[src/rtl/perf_counter_sampler.sv]
// Periodic scanner for a performance-counter bank: on every timer tick it selects
// each counter in turn and streams (index, value, last) records over a ready/valid port.
module perf_counter_sampler #(
  parameter int COUNTER_WIDTH = 32,
  parameter int COUNTER_COUNT = 8,
  parameter int PERIOD_WIDTH  = 16,
  localparam int IDX_W = (COUNTER_COUNT > 1) ? $clog2(COUNTER_COUNT) : 1
) (
  input  logic                     clk,
  input  logic                     rst_n,
  input  logic                     start,
  input  logic                     stop,
  input  logic [PERIOD_WIDTH-1:0]  period,
  input  logic                     clear_on_sample,
  output logic                     pc_enable,
  output logic                     pc_clear,
  output logic [COUNTER_COUNT-1:0] pc_counter_sel,
  input  logic [COUNTER_WIDTH-1:0] pc_count_value,
  output logic                     out_valid,
  input  logic                     out_ready,
  output logic [IDX_W-1:0]         out_index,
  output logic [COUNTER_WIDTH-1:0] out_value,
  output logic                     out_last,
  output logic                     busy,
  output logic                     overrun
);

  // state | meaning
  // IDLE  | not sampling, timer frozen
  // WAIT  | counting down to the next tick
  // CAP   | select counter idx and capture its value
  // OUT   | present record, wait for handshake
  // CLR   | one-cycle clear pulse to the bank
  typedef enum logic [2:0] {S_IDLE, S_WAIT, S_CAP, S_OUT, S_CLR} state_t;

  localparam logic [IDX_W-1:0] LAST_IDX = IDX_W'(COUNTER_COUNT - 1);

  state_t                     state_q, state_d;
  logic [IDX_W-1:0]           idx_q, idx_d;
  logic [PERIOD_WIDTH-1:0]    timer_q, timer_d;
  logic                       run_q, run_d;
  logic                       overrun_q, overrun_d;
  logic [IDX_W-1:0]           out_index_q, out_index_d;
  logic [COUNTER_WIDTH-1:0]   out_value_q, out_value_d;
  logic                       out_last_q, out_last_d;

  logic [PERIOD_WIDTH-1:0]    reload;
  logic                       tick;
  logic                       stopping;
  logic                       is_last;

  always_ff @(posedge clk or negedge rst_n) begin
    if (!rst_n) begin
      state_q     <= S_IDLE;
      idx_q       <= '0;
      timer_q     <= '0;
      run_q       <= 1'b0;
      overrun_q   <= 1'b0;
      out_index_q <= '0;
      out_value_q <= '0;
      out_last_q  <= 1'b0;
    end else begin
      state_q     <= state_d;
      idx_q       <= idx_d;
      timer_q     <= timer_d;
      run_q       <= run_d;
      overrun_q   <= overrun_d;
      out_index_q <= out_index_d;
      out_value_q <= out_value_d;
      out_last_q  <= out_last_d;
    end
  end

  always_comb begin
    reload   = (period == '0) ? '0 : period - PERIOD_WIDTH'(1);
    tick     = (state_q != S_IDLE) && run_q && (timer_q == '0);
    // a stop seen at any point of a scan lets the scan finish, then parks in IDLE
    stopping = stop || !run_q;
    is_last  = (idx_q == LAST_IDX);

    state_d     = state_q;
    idx_d       = idx_q;
    timer_d     = timer_q;
    run_d       = run_q;
    overrun_d   = overrun_q;
    out_index_d = out_index_q;
    out_value_d = out_value_q;
    out_last_d  = out_last_q;

    if ((state_q != S_IDLE) && run_q)
      timer_d = tick ? reload : timer_q - PERIOD_WIDTH'(1);
    if (stop)
      run_d = 1'b0;
    if (tick && (state_q inside {S_CAP, S_OUT, S_CLR}))
      overrun_d = 1'b1;

    case (state_q)
      S_IDLE: begin
        if (start && !stop) begin
          state_d   = S_WAIT;
          timer_d   = reload;
          run_d     = 1'b1;
          overrun_d = 1'b0;
        end
      end
      S_WAIT: begin
        if (stopping) begin
          state_d = S_IDLE;
        end else if (tick) begin
          state_d = S_CAP;
          idx_d   = '0;
        end
      end
      S_CAP: begin
        out_index_d = idx_q;
        out_value_d = pc_count_value;
        out_last_d  = is_last;
        state_d     = S_OUT;
      end
      S_OUT: begin
        if (out_ready) begin
          if (!is_last) begin
            idx_d   = idx_q + IDX_W'(1);
            state_d = S_CAP;
          end else if (clear_on_sample) begin
            state_d = S_CLR;
          end else begin
            state_d = stopping ? S_IDLE : S_WAIT;
          end
        end
      end
      S_CLR:   state_d = stopping ? S_IDLE : S_WAIT;
      default: state_d = S_IDLE;
    endcase
  end

  always_comb begin
    pc_counter_sel = '0;
    if ((state_q == S_CAP) || (state_q == S_OUT))
      pc_counter_sel = COUNTER_COUNT'(1) << idx_q;
    pc_enable = run_q;
    pc_clear  = (state_q == S_CLR);
    out_valid = (state_q == S_OUT);
    busy      = (state_q != S_IDLE);
  end

  assign out_index = out_index_q;
  assign out_value = out_value_q;
  assign out_last  = out_last_q;
  assign overrun   = overrun_q;

endmodule

[config.mk]
export PLATFORM = sky130hd
export DESIGN_NAME = perf_counter_sampler
export DESIGN_NICKNAME = d
export VERILOG_FILES = /design/src/rtl/perf_counter_sampler.sv
export SDC_FILE = /design/constraint.sdc
export NUM_CORES = 1
export LEC_CHECK = 0
export CORE_UTILIZATION = 48
export DETAILED_ROUTE_END_ITERATION = 10
export GPL_TIMING_DRIVEN = 0
export HOLD_SLACK_MARGIN = 0.08
export PLACE_DENSITY = 0.88
export SYNTH_ARGS = -nofsm -noshare
export SYNTH_HDL_FRONTEND = slang
export SYNTH_SLANG_ARGS = --single-unit
[constraint.sdc]
create_clock -name clk -period 2.2 [get_ports clk]
set_clock_uncertainty 0.1 [all_clocks]
set_input_delay 0.33 -clock clk [delete_from_list [all_inputs] [get_ports clk]]
set_output_delay 0.33 -clock clk [all_outputs]
set_load 0.05 [all_outputs]
==> impl_results.md <==
- CP Launch Type: register
- Crit-path max cell delay: 0.45 ns
- Die ar.: 7593 um^2
- Share of cells above drive strength 1: 0.2364
- CTS Buf Count: 9
- Placed cell count: 533
- RD Place Congestion: 0.8702
- Fillcell total: 500
- Switch Pwr: 2.966 mW
- Area Growth Syn to Fin: 41.28%
- Final min period: 2.160 ns
- Clk root buf: clkbuf_8
- Via Count: 3,242
- Io pins: 103
- Seq pwr share: 0.319
- Total Power: 6.251 mW
- CTS tree: yes
- Core box area: 6907 um^2
- Final non-filler cell total: 557
- Antenna viol nets, final: 0
- WL per Instance: 17.11 um
- Worst-path clk slew: 0.07 ns
- Clock Sinks: 60
- Result of the run: completed
- PnR worst setup slack: 0.04047 ns
- Register bit total from synthesis: 60
- Final hold vios: 0
- Synth Flop Type: dfrtp_1
- Setup_tns: 0 ns
- Die height: 87.14 um
- Iter 0 DRT Violations: 211
- Most common cell after layout, fill and taps aside: clkdlybuf4s50_1
- Worst setup path category: reg2reg
- Max transition margin: 0.6369
- RSZ-0062 raised after global routing: yes
- Avg Vias per Cell: 5.820
- Fmax: 463.1 MHz
- Worst Setup SP: timer_q[9]
- Max-cap viol count: 0
- First-pass GRT wire length: 15,360 um
- Synthesized area per cell: 10.42 um^2
- R2R Path Start: timer_q[9]
- Nets: 520
- Vias in the first global route: 3,225
- Post-synth EDFFs: 0
- CP max-delay cell: dfrtp_1
- H-Tree Depth: 3
- Ys async rst share: 1.000
- Worst slew pin tran: 0.5430 ns
- Seq/Total Area, Yosys: 0.4315
- Synth Warn #: 0
- Gate power share: 0.552
- Leak: 1.978 nW
- Power Dens Cells: 1272 nW/um^2
- Gate Count Post-Synth: 334
- Final WL: 9528 um
- Clk Latency, worst-skew pair: 0.33 ns
- Buffers on Ports: 102
- Row cnt: 30
- Netlist cell types: 65
- Syn Std Cell Area: 3480 um^2
- Diodes inserted: 0
- Clock power frac: 0.129
- Largest net degree at the start of global routing: 38
- Initial antenna violation count: 0
- Hold Crit Class: reg2reg
- Initial Util: 0.5038
- Drt pass-1 iters: 5
- Switch share: 0.4744
- Largest fanout on the critical path: 10
- Die Wd: 87.14 um
- CP cell instances: nor4_4 > nand4_2 > buf_6 > o21ai_2 > nand2_2 > mux2_4
- Worst-case vdd ir drop: 745.4 uV
- Clk buf depth: 2
- HP Start: out_value[10]
- Critical Path RT: 2.32 ns
- GRT Total Usage: 0.2624
- Slew Limit Fails: 0
- Post-DP HPWL: 7112 um
- Most frequent cells in the layout: clkdlybuf4s50_1 (89), dfrtp_1 (60), mux2_2 (22), a21oi_1 (22), nor2_1 (21)
- Crit. End Element: register
- DRC: 0
- Fin crit share: 0.9816
- DP Worst Slack: -0.4099 ns
- Crit path DAT: 2.28 ns
- Synth Net Count: 397
- Setup-failing EPs final: 0
- Power Internal: 3.285 mW
- Gr ovfl total: 0
==> registers in the layout (all words and copies together) (netlist names) <==
signal and cells:
out_last 1, out_value 32, idx_q 3, state_q 3, pc_enable 1, timer_q 16, overrun 1, out_index 3
==> cell usage after synthesis (all sizes together), types with 2 or more instances <==
master / instances / area share
dfrtp: 60 / 0.43
mux2: 38 / 0.12
nand2: 23 / 0.027
a21oi: 22 / 0.032
nor2: 22 / 0.024
nor3: 17 / 0.032
buf: 13 / 0.025
inv: 12 / 0.013
o21ai: 11 / 0.018
ha: 9 / 0.032
nand3: 9 / 0.013
nor4: 9 / 0.028
a211oi: 8 / 0.017
and2: 6 / 0.011
nand2b: 6 / 0.011
xnor2: 6 / 0.015
nand4: 5 / 0.011
o211ai: 5 / 0.011
nor4b: 4 / 0.014
a221oi: 3 / 0.0076
a311oi: 3 / 0.0076
and3: 3 / 0.0054
nand3b: 3 / 0.0065
nor2b: 3 / 0.0054
o21a: 3 / 0.0068
or3: 3 / 0.0054
a21o: 2 / 0.0043
clkbuf: 2 / 0.0022
mux2i: 2 / 0.0058
nor3b: 2 / 0.0058
o221ai: 2 / 0.0050
or2: 2 / 0.0036
or4: 2 / 0.0043
==> stage by stage <==
step | utilization | hold slack (ns) | instance area [um^2]
after floorplan | - | -0.06559 | 3480
after global placement | 0.6690 | 0.3661 | 4621
after detailed placement | 0.6712 | 0.2431 | 4636
after CTS | 0.7014 | 0.3899 | 4845
after global routing | 0.7118 | 0.4061 | 4916
final | 0.7118 | 0.3859 | 4916
==> layout make-up <==
type	count	area, um^2	share of cell area
multi-input cells	247	1909	0.3884
inverters	12	45.04	0.009163
clock inverters	6	32.53	0.006617
clock buffers	9	123.9	0.02520
repair buffers	112	1086	0.2209
flip-flops and latches	60	1501	0.3054
plain buffers	15	97.59	0.01985
well taps	96	120.1	0.02443
==> critical path, delay by kind of cell (launching register included) <==
kind / cells / cell delay (ns)
buf+inv: 1 / 0.23
flops: 1 / 0.45
mux: 1 / 0.31
simple gates: 3 / 0.81
compound gates: 1 / 0.14
==> cell families (layout without fill, tap and decap cells) <==
logic type | count (synthesis) | after routing | share of synthesized area
AND/OR/NAND/NOR | 121 | 121 | 0.2111
adder cells (fa/ha/maj) | 9 | 9 | 0.03236
multiplexers | 40 | 40 | 0.1298
flip-flops | 60 | 60 | 0.4315
XOR/XNOR | 7 | 7 | 0.01762
buffers and inverters | 27 | 154 | 0.04027
AO/OA/AOI/OAI | 70 | 70 | 0.1374
==> routing by layer <==
layer  track usage  vias up  wire [um]
li1              -     1487          -
met1        0.3164     1593       3819
met2        0.4538      134       4879
met3       0.06161       28        520
met4        0.1043        0        309
met5             0        -          0
==> power by group through the flow <==
stage          Combinational [mW]  Sequential (mW)  Clock, mW
5_1_grt                      3.64             2.06      0.881
6_report                     3.45             1.99      0.808
3_5_place_dp                 3.37             2.01          0
2_1_floorplan                1.12             3.08          0
4_1_cts                      3.42             1.99      0.833
3_3_place_gp                 3.28             1.97          0
==> worst paths after layout <==
check / end / slack [ns] / cells past startpoint
max in group asynchronous: timer_q[0] / 1.01 / 3
min in group asynchronous: out_value[0] / 0.41 / 2
max: idx_q[2] / 0.04 / 6
min reg2reg: out_value[10] / 0.39 / 1
min: out_value[10] / 0.39 / 1
max reg2reg: idx_q[2] / 0.04 / 6
==> timing repair <==
action                     in CTS  in global routing
gates resized for setup        39                 27
hold endpoints to repair       23                  0
hold buffers                    1                  0
setup endpoints to repair      16                 26
setup buffers                   1                  7
pin swaps                       0                  2
(Power assumes the default switching activity.)
